===== src/rtl/digit_frame_pkg.sv =====
// Shared constants, types and sizing helper for the digit frame scheduler.
package digit_frame_pkg;

  localparam int unsigned GLYPH_WIDTH = 21;
  localparam int unsigned GLYPH_PAGES = 4;

  typedef bit [6:0] segments_t;

  typedef enum logic [1:0] {
    IDLE   = 2'd0,
    LOAD   = 2'd1,
    STREAM = 2'd2
  } state_t;

  // Pixel bytes emitted for one page row: glyphs plus inter-digit gaps.
  function automatic int unsigned bytes_per_page(input int unsigned num_digits,
                                                 input int unsigned gap);
    return num_digits * GLYPH_WIDTH + (num_digits - 1) * gap;
  endfunction

endpackage


===== src/rtl/digit_frame_scheduler.sv =====
// Walks page/digit/column over a snapshot of segment codes, drives the glyph
// decoder and streams its pixel bytes out over a valid/ready handshake.
module digit_frame_scheduler
  import digit_frame_pkg::*;
#(
  parameter int unsigned NUM_DIGITS  = 5,
  parameter int unsigned GAP_COLUMNS = 3
) (
  input  logic                    clk_in,
  input  logic                    reset_n_in,
  input  logic                    start_in,
  input  logic [NUM_DIGITS*7-1:0] digits_segments_in,
  output logic                    busy_out,
  output logic                    done_out,
  output logic [6:0]              dec_segments_out,
  output logic [4:0]              dec_index_x_out,
  output logic [1:0]              dec_index_y_out,
  input  logic [7:0]              dec_pixels_in,
  output logic [7:0]              data_out,
  output logic                    data_valid_out,
  input  logic                    data_ready_in
);

  localparam int unsigned DIGIT_W = (NUM_DIGITS > 1) ? $clog2(NUM_DIGITS) : 1;
  localparam int unsigned COL_W   = 5;
  localparam int unsigned SNAP_W  = NUM_DIGITS * 7;

  localparam logic [DIGIT_W-1:0] LAST_DIGIT = DIGIT_W'(NUM_DIGITS - 1);
  localparam logic [COL_W-1:0]   GLYPH_LAST = COL_W'(GLYPH_WIDTH - 1);
  localparam logic [COL_W-1:0]   GAP_LAST   = COL_W'(GLYPH_WIDTH - 1 + GAP_COLUMNS);
  localparam logic [1:0]         LAST_PAGE  = 2'(GLYPH_PAGES - 1);

  state_t              r_state, w_state;
  logic [SNAP_W-1:0]   r_snap, w_snap;
  logic [1:0]          r_page, w_page;
  logic [DIGIT_W-1:0]  r_digit, w_digit;
  logic [COL_W-1:0]    r_col, w_col;
  segments_t           r_dec_seg, w_dec_seg;
  logic [COL_W-1:0]    r_dec_x, w_dec_x;
  logic [7:0]          r_data, w_data;
  logic                r_valid, w_valid;
  logic                r_busy, w_busy;
  logic                r_done, w_done;
  logic                r_last, w_last;

  logic [1:0]          w_adv_page;
  logic [DIGIT_W-1:0]  w_adv_digit;
  logic [COL_W-1:0]    w_adv_col;
  logic [COL_W-1:0]    w_col_last;
  logic                w_adv_glyph;
  segments_t           w_adv_seg;
  logic                w_at_end;
  logic [7:0]          w_cur_byte;

  // Fetch position r_page/r_digit/r_col is the byte currently presented to the decoder.
  assign w_col_last  = (r_digit == LAST_DIGIT) ? GLYPH_LAST : GAP_LAST;
  assign w_at_end    = (r_page == LAST_PAGE) && (r_digit == LAST_DIGIT) && (r_col == GLYPH_LAST);
  assign w_cur_byte  = (r_col <= GLYPH_LAST) ? dec_pixels_in : 8'h00;
  assign w_adv_glyph = (w_adv_col <= GLYPH_LAST);
  assign w_adv_seg   = w_adv_glyph ? segments_t'(r_snap[int'(w_adv_digit)*7 +: 7]) : segments_t'(0);

  always_comb begin
    w_adv_page  = r_page;
    w_adv_digit = r_digit;
    w_adv_col   = r_col + COL_W'(1);
    if (r_col >= w_col_last) begin
      w_adv_col = '0;
      if (r_digit == LAST_DIGIT) begin
        w_adv_digit = '0;
        w_adv_page  = r_page + 2'd1;
      end else begin
        w_adv_digit = r_digit + DIGIT_W'(1);
      end
    end
  end

  always_comb begin
    w_state   = r_state;
    w_snap    = r_snap;
    w_page    = r_page;
    w_digit   = r_digit;
    w_col     = r_col;
    w_dec_seg = r_dec_seg;
    w_dec_x   = r_dec_x;
    w_data    = r_data;
    w_valid   = r_valid;
    w_busy    = r_busy;
    w_done    = 1'b0;
    w_last    = r_last;
    case (r_state)
      IDLE: begin
        // A start coinciding with the done pulse is dropped, not queued.
        if (start_in && !r_done) begin
          w_snap    = digits_segments_in;
          w_page    = '0;
          w_digit   = '0;
          w_col     = '0;
          w_dec_seg = segments_t'(digits_segments_in[6:0]);
          w_dec_x   = '0;
          w_busy    = 1'b1;
          w_state   = LOAD;
        end
      end
      LOAD: begin
        w_data    = w_cur_byte;
        w_valid   = 1'b1;
        w_last    = w_at_end;
        w_page    = w_adv_page;
        w_digit   = w_adv_digit;
        w_col     = w_adv_col;
        w_dec_seg = w_adv_seg;
        w_dec_x   = w_adv_glyph ? w_adv_col : '0;
        w_state   = STREAM;
      end
      STREAM: begin
        if (r_valid && data_ready_in) begin
          if (r_last) begin
            w_valid   = 1'b0;
            w_busy    = 1'b0;
            w_done    = 1'b1;
            w_last    = 1'b0;
            w_page    = '0;
            w_digit   = '0;
            w_col     = '0;
            w_dec_seg = '0;
            w_dec_x   = '0;
            w_state   = IDLE;
          end else begin
            w_data    = w_cur_byte;
            w_last    = w_at_end;
            w_page    = w_adv_page;
            w_digit   = w_adv_digit;
            w_col     = w_adv_col;
            w_dec_seg = w_adv_seg;
            w_dec_x   = w_adv_glyph ? w_adv_col : '0;
          end
        end
      end
      default: w_state = IDLE;
    endcase
  end

  always_ff @(posedge clk_in or negedge reset_n_in) begin
    if (!reset_n_in) begin
      r_state   <= IDLE;
      r_snap    <= '0;
      r_page    <= '0;
      r_digit   <= '0;
      r_col     <= '0;
      r_dec_seg <= '0;
      r_dec_x   <= '0;
      r_data    <= 8'h00;
      r_valid   <= 1'b0;
      r_busy    <= 1'b0;
      r_done    <= 1'b0;
      r_last    <= 1'b0;
    end else begin
      r_state   <= w_state;
      r_snap    <= w_snap;
      r_page    <= w_page;
      r_digit   <= w_digit;
      r_col     <= w_col;
      r_dec_seg <= w_dec_seg;
      r_dec_x   <= w_dec_x;
      r_data    <= w_data;
      r_valid   <= w_valid;
      r_busy    <= w_busy;
      r_done    <= w_done;
      r_last    <= w_last;
    end
  end

  assign busy_out         = r_busy;
  assign done_out         = r_done;
  assign dec_segments_out = r_dec_seg;
  assign dec_index_x_out  = r_dec_x;
  assign dec_index_y_out  = r_page;
  assign data_out         = r_data;
  assign data_valid_out   = r_valid;

endmodule


===== config.mk =====
export PLATFORM = sky130hd
export DESIGN_NAME = digit_frame_scheduler
export DESIGN_NICKNAME = d
export VERILOG_FILES = /design/src/rtl/digit_frame_pkg.sv /design/src/rtl/digit_frame_scheduler.sv
export SDC_FILE = /design/constraint.sdc
export NUM_CORES = 1
export LEC_CHECK = 0
export BUFFER_PORTS_ARGS = -buffer_cell sky130_fd_sc_hd__buf_2
export CORE_AREA = 4 4 92 112
export CTS_CLUSTER_DIAMETER = 50
export DETAILED_ROUTE_END_ITERATION = 16
export DIE_AREA = 0 0 96 116
export HOLD_SLACK_MARGIN = 0.03
export PLACE_DENSITY = 0.67
export SYNTH_ARGS = -nofsm -noshare
export SYNTH_HDL_FRONTEND = slang
export SYNTH_SLANG_ARGS = --single-unit

===== constraint.sdc =====
create_clock -name clk_in -period 3.8 [get_ports clk_in]
set_input_delay 0.38 -clock clk_in [delete_from_list [all_inputs] [get_ports clk_in]]
set_output_delay 0.38 -clock clk_in [all_outputs]
set_load 0.02 [all_outputs]

==> impl_metrics.yaml, run 1 <==
cts:
  holdBufCountCts: 0
  clk_pin_slew_worst_paths_ns: 0.06
  post_cts_buffers: 0
  numCtsBuffers: 9
  cts_resized: 0
  clockBufferDepth: 2
  cts_tree: "yes"
  cts-root-buf: "clkbuf_16"
  cts_sinks: 71
  clkLatencyLatePin_ns: 0.33
  htree_levels: 3
pwr:
  p_clk_frac: 0.286
  p_total_mw: 3.33
  comb_power_share: 0.347
  p_seq_frac: 0.367
  power_density_nw_per_um2: 759
  power_switching_mw: 1.10
  swShare: 0.331
  internal-power_mw: 2.23
  ir_worst_vdd_mv: 0.425
  leakagePower_nw: 2.02
sta:
  hold_viol: 0
  tightest_slew_ns: 1.04
  max_freq_mhz: 326
  layout_setup_ws_ns: 0.734
  fin_skew_ns: 0.00589
  setup_violations: 0
  fin_crit_sh: 0.807
  slew_headroom: 0.304
  fin_tns_setup_ns: 0
  slew_viol_final: 0
  period_needed_ns: 3.07
  rsz0062_at_grt: "no"
  whs_ns: 0.236
run:
  maxCapViolCount: 0
die:
  fp.dieArea_um2: 11100
  std_cell_rows: 39
  coreArea_um2: 9320
  io_pins: 72
  dieHeight_um: 116
  initial_utilization: 0.388
  die_w_um: 96
synth:
  synthArstFlopShare: 1.00
  synth_top_area_frac: 0.492
  synth_nets: 369
  postSynthCellCount: 312
  synth_edf_count: 0
  yosysSeqAreaShare: 0.492
  synth_warnings: 0
  synth_area_leaders: "dfrtp_1 (49%), mux2_2 (13%), a22o_1 (3.6%)"
  synth_cell_types: 49
  synth.most_common_cell: "dfrtp_1"
  synth_top_flop_cell: "dfrtp_1"
  yosysTopAreaCell: "dfrtp_1"
  synth_area_um2: 3610
  synth_seq_cells: 71
  yosys-top-cells-count: "dfrtp_1 (71), mux2_2 (43), inv_1 (17), nand2_1 (17), a22o_1 (15)"
  avgSynthCellArea_um2: 11.6
setup_path:
  critPathCaptureType: "flip-flop"
  worstPathRequired_ns: 4.05
  regToRegEndpoint: "dec_segments_out[0]"
  start_kind: "flip-flop"
  path_cells: "inv_1 -> ha_1 -> nand2_1 -> ha_1 -> nor2b_1 -> a211o_1 -> and2_1 -> mux2i_1 -> a2bb2oi_1 -> o21ai_1"
  timing.setup.critical_path_class: "flip-flop to flip-flop"
  r2r_cells: 10
  r2r-start: "r_digit[1]"
  r2r_slack_ns: 0.73
  max_stage_delay_ns: 0.63
  crit_fanout: 8
  crit_path_frequent_cell: "ha_1"
  crit_arrival_ns: 3.32
  worst_path_max_delay_cell: "mux2i_1"
routing:
  drc: 0
  avgRoutedWirePerCell_um: 15.5
  drt_iter0_markers: 83
  ant_nets: 0
  drt-pass1-iter-count: 4
  vias_per_cell: 5.25
  vias: 2662
  routed_wl_mm: 7.88
final_layout:
  synthToLayoutAreaGrowth_pct: 21.3
  layout.nets: 436
  diodes: 0
  drive_above_1_share: 0.362
placement:
  place_ws_ns: 0.772
  numPortBuffers: 71
  gp_congestion: 0.830
  dpl.hpwl_mm: 5.78
global_route:
  grt_pass1_wl_mm: 13.0
  grt_antenna_before_repair: 0
  grt_max_degree: 48
  grt_use_total: 0.152
  grt_pass1_vias: 2722
  overflow: 0
min_path:
  hold_class: "input port to asynchronous set/reset pin"
status:
  status: "finished, final reports clean"
per-layer routing:
metal  track usage  up-vias  routed length [µm]
li1              -     1290                   -
met1         0.189     1280                3400
met2         0.253       80                3920
met3        0.0396       12                 421
met4        0.0503        0                 140
met5             0        -                   0
worst max-delay path: cells and delay by family (launching register included):
kind	cells	cell delay (ns)
AOI/OAI and AO/OA	3	0.55
adders and majority gates	2	0.57
buffers and inverters	1	0.08
DFF	1	0.43
muxes	1	0.63
and+or+nand+nor	3	0.73
flip-flops by register name, indices dropped and copies added, names as in the netlist:
| name | cells |
|---|---|
| r_digit | 3 |
| done_out | 1 |
| r_last | 1 |
| busy_out | 1 |
| data_valid_out | 1 |
| r_snap | 35 |
| dec_index_x_out | 5 |
| r_col | 5 |
| data_out | 8 |
| dec_segments_out | 7 |
| r_state | 2 |
| dec_index_y_out | 2 |
worst max-delay path by stage:
stage	from	endpoint	cells past startpoint	slack, ns
5_1_grt	r_digit[0]	dec_segments_out[0]	10	0.49
2_1_floorplan	r_digit[0]	dec_segments_out[0]	11	1.14
3_5_place_dp	r_digit[1]	dec_segments_out[6]	10	0.77
4_1_cts	r_digit[1]	dec_segments_out[0]	10	0.76
3_3_place_gp	r_digit[1]	dec_segments_out[0]	10	0.92
6_report	r_digit[1]	dec_segments_out[0]	10	0.73
cells in the final DEF (no fill, tap or decap), types with 2 or more instances in the layout:
master / instances
o21ai_1: 8
a22o_1: 15
ha_1: 10
clkbuf_16: 9
o21bai_1: 3
nand3_1: 3
bufinv_16: 3
o21ai_0: 8
o31ai_1: 7
a21oi_1: 13
nor2_1: 8
nor2b_1: 4
buf_4: 4
a2bb2oi_1: 7
nand2_1: 17
inv_1: 17
mux2i_1: 8
nand4_1: 3
clkbuf_1: 2
dfrtp_1: 71
nor3b_1: 7
a31oi_1: 4
buf_2: 71
xor2_1: 2
mux2_2: 43
a211oi_1: 2
nand2b_1: 2
o22ai_1: 7
a21o_1: 3
or2_1: 2
cell families (layout without fill, tap and decap cells):
| kind of cell | Yosys count | count (layout) | share of synthesized area |
|---|---|---|---|
| buffers and inverters | 36 | 108 | 0.0475 |
| xor gates and xnor gates | 2 | 2 | 0.00485 |
| and+or+nand+nor | 51 | 51 | 0.0772 |
| DFF | 71 | 71 | 0.492 |
| adders and majority gates | 10 | 10 | 0.0346 |
| muxes | 52 | 52 | 0.159 |
| AOI/OAI and AO/OA | 90 | 90 | 0.185 |
power by group through the flow:
stage                     registers (mW)  clock network, mW  logic, mW
after floorplan                     1.28                  0      0.769
after global placement              1.22                  0       1.14
after detailed placement            1.23                  0       1.17
after CTS                           1.22              0.971       1.17
after global routing                1.26               1.00       1.28
final                               1.22              0.953       1.15
stage by stage:
| step | cell area [µm²] | utilization | std cells |
|---|---|---|---|
| 2_1_floorplan | 3610 | - | 312 |
| 3_3_place_gp | 4040 | 0.434 | 491 |
| 3_5_place_dp | 4040 | 0.434 | 491 |
| 4_1_cts | 4380 | 0.470 | 507 |
| 5_1_grt | 4380 | 0.470 | 507 |
| 6_report | 4380 | 0.470 | 507 |
layout make-up:
| type | count | area (µm²) |
|---|---|---|
| well taps | 123 | 154 |
| fillers | 870 | 4940 |
| multi-input cells | 205 | 1660 |
| clock buffers | 11 | 233 |
| clock inverters | 5 | 106 |
| inverters | 17 | 63.8 |
| repair buffers | 75 | 385 |
| flip-flops and latches | 71 | 1780 |
Power figures use the tool's default switching activity.
==> inputs of run 2 (changes only) <==
clock period = 2.95 ns   (was 3.8 ns; I/O delays follow)
==> impl_metrics.yaml, run 2 (same netlist as run 1, synthesis figures left out) <==
status:
  status: "finished, final reports clean"
routing:
  wl_met1_mm: 3.47
  ant_nets: 0
  avgRoutedWirePerCell_um: 15.5
  drc: 0
  drt-pass1-iter-count: 4
  vias: 2694
  routed_wl_mm: 7.92
  wl_met3_um: 399
  met2_length_mm: 3.93
  vias_per_cell: 5.26
  topRoutingLayerUsed: "met4"
  drt_iter0_markers: 74
setup_path:
  start_kind: "flip-flop"
  worstPathRequired_ns: 3.16
  timing.setup.critical_path_class: "flip-flop to flip-flop"
  crit_arrival_ns: 2.94
  critPathCaptureType: "flip-flop"
  r2r_cells: 10
  r2r_slack_ns: 0.22
  crit_fanout: 7
die:
  initial_utilization: 0.388
  coreArea_um2: 9320
  io_pins: 72
  die_w_um: 96
  fp.dieArea_um2: 11100
  dieHeight_um: 116
  std_cell_rows: 39
final_layout:
  layout.nets: 441
  final_cell_mix: "dfrtp_1 (71), buf_2 (71), mux2_2 (43)"
  multiInputGateArea_um2: 1670
  drive_above_1_share: 0.375
  diodes: 0
  stdcell_count: 512
  fillers: 874
  seqCellArea_um2: 1780
  regMostFlops: "r_snap"
  synthToLayoutAreaGrowth_pct: 22.4
  largest_reg_flops: 35
cts:
  clkLatencyLatePin_ns: 0.33
  clockBufferDepth: 2
  numCtsBuffers: 9
  htree_levels: 3
  cts_sinks: 71
  clk_pin_slew_worst_paths_ns: 0.06
  post_cts_buffers: 0
  cts-root-buf: "clkbuf_16"
  cts_tree: "yes"
pwr:
  ir_worst_vdd_mv: 0.544
  swShare: 0.341
  p_seq_frac: 0.369
  comb_power_share: 0.353
  p_clk_frac: 0.277
  power_switching_mw: 1.44
  power_density_nw_per_um2: 957
  leakagePower_nw: 2.05
  internal-power_mw: 2.79
global_route:
  grt_pass1_vias: 2747
  grt_antenna_before_repair: 0
  overflow: 0
  grt_pass1_wl_mm: 13.1
  grt_use_total: 0.152
  grt_max_degree: 42
sta:
  tightest_slew_ns: 0.821
  fin_tns_setup_ns: 0
  fin_skew_ns: 0.00613
  whs_ns: 0.181
  fin_crit_sh: 0.926
  slew_viol_final: 0
  setup_violations: 0
  period_needed_ns: 2.73
  hold_viol: 0
  rsz0062_at_grt: "no"
  slew_headroom: 0.450
  max_freq_mhz: 366
min_path:
  hold_class: "input port to flip-flop"
  hold_depth: 2
placement:
  place_inst: 495
  gp_congestion: 0.755
  dpl.hpwl_mm: 5.82
  numPortBuffers: 71
run:
  maxCapViolCount: 0
==> run 2: final cells by class <==
| cell class | instances | area share |
|---|---|---|
| tap | 123 | 0.0348 |
| multi-input combinational | 205 | 0.377 |
| clock buffer | 10 | 0.0518 |
| timing repair buffer | 80 | 0.0990 |
| sequential | 71 | 0.402 |
| clock inverter | 6 | 0.0212 |
| inverter | 17 | 0.0144 |
==> run 2: worst paths after layout <==
path	startpoint	endpoint
max	r_digit[0]	dec_segments_out[5]
min	dec_pixels_in[1]	data_out[1]
max reg2reg	r_digit[0]	dec_segments_out[5]
min reg2reg	dec_index_x_out[2]	dec_index_x_out[2]
max in group asynchronous	reset_n_in	data_out[0]
min in group asynchronous	reset_n_in	r_snap[10]
==> run 2: through the flow <==
step	worst slack (ns)	power [mW]	util	instance area, µm²
6_report	0.219	4.23	0.475	4420
2_1_floorplan	0.291	2.64	-	3610
5_1_grt	0.0370	4.51	0.475	4420
3_5_place_dp	0.0632	3.10	0.438	4090
3_3_place_gp	0.225	3.05	0.438	4090
4_1_cts	0.0502	4.27	0.474	4420
==> run 2: timing repair <==
item	in CTS	in global routing
hold endpoints to repair	26	0
gates resized for setup	0	2
hold buffers	1	0
setup endpoints to repair	0	7
==> run 2: critical path: stages (launching register included) <==
cell	delay, ns
dfrtp_1	0.43
inv_1	0.08
ha_1	0.16
nand2_1	0.11
ha_1	0.31
nor2b_2	0.19
a211o_1	0.21
and2_2	0.24
mux2_1	0.46
o31ai_1	0.31
o21ai_1	0.10
==> run 2: routing by layer <==
metal | global-route usage | up-vias
met5 | 0 | -
met4 | 0.0588 | 0
met3 | 0.0377 | 12
met2 | 0.257 | 71
met1 | 0.186 | 1317
li1 | - | 1294
==> run 2: power groups by stage <==
stage / Clock [mW] / Sequential, mW / Combinational [mW]
6_report: 1.17 / 1.56 / 1.50
5_1_grt: 1.23 / 1.61 / 1.67
4_1_cts: 1.19 / 1.57 / 1.52
3_5_place_dp: 0 / 1.58 / 1.52
3_3_place_gp: 0 / 1.57 / 1.48
2_1_floorplan: 0 / 1.65 / 0.990
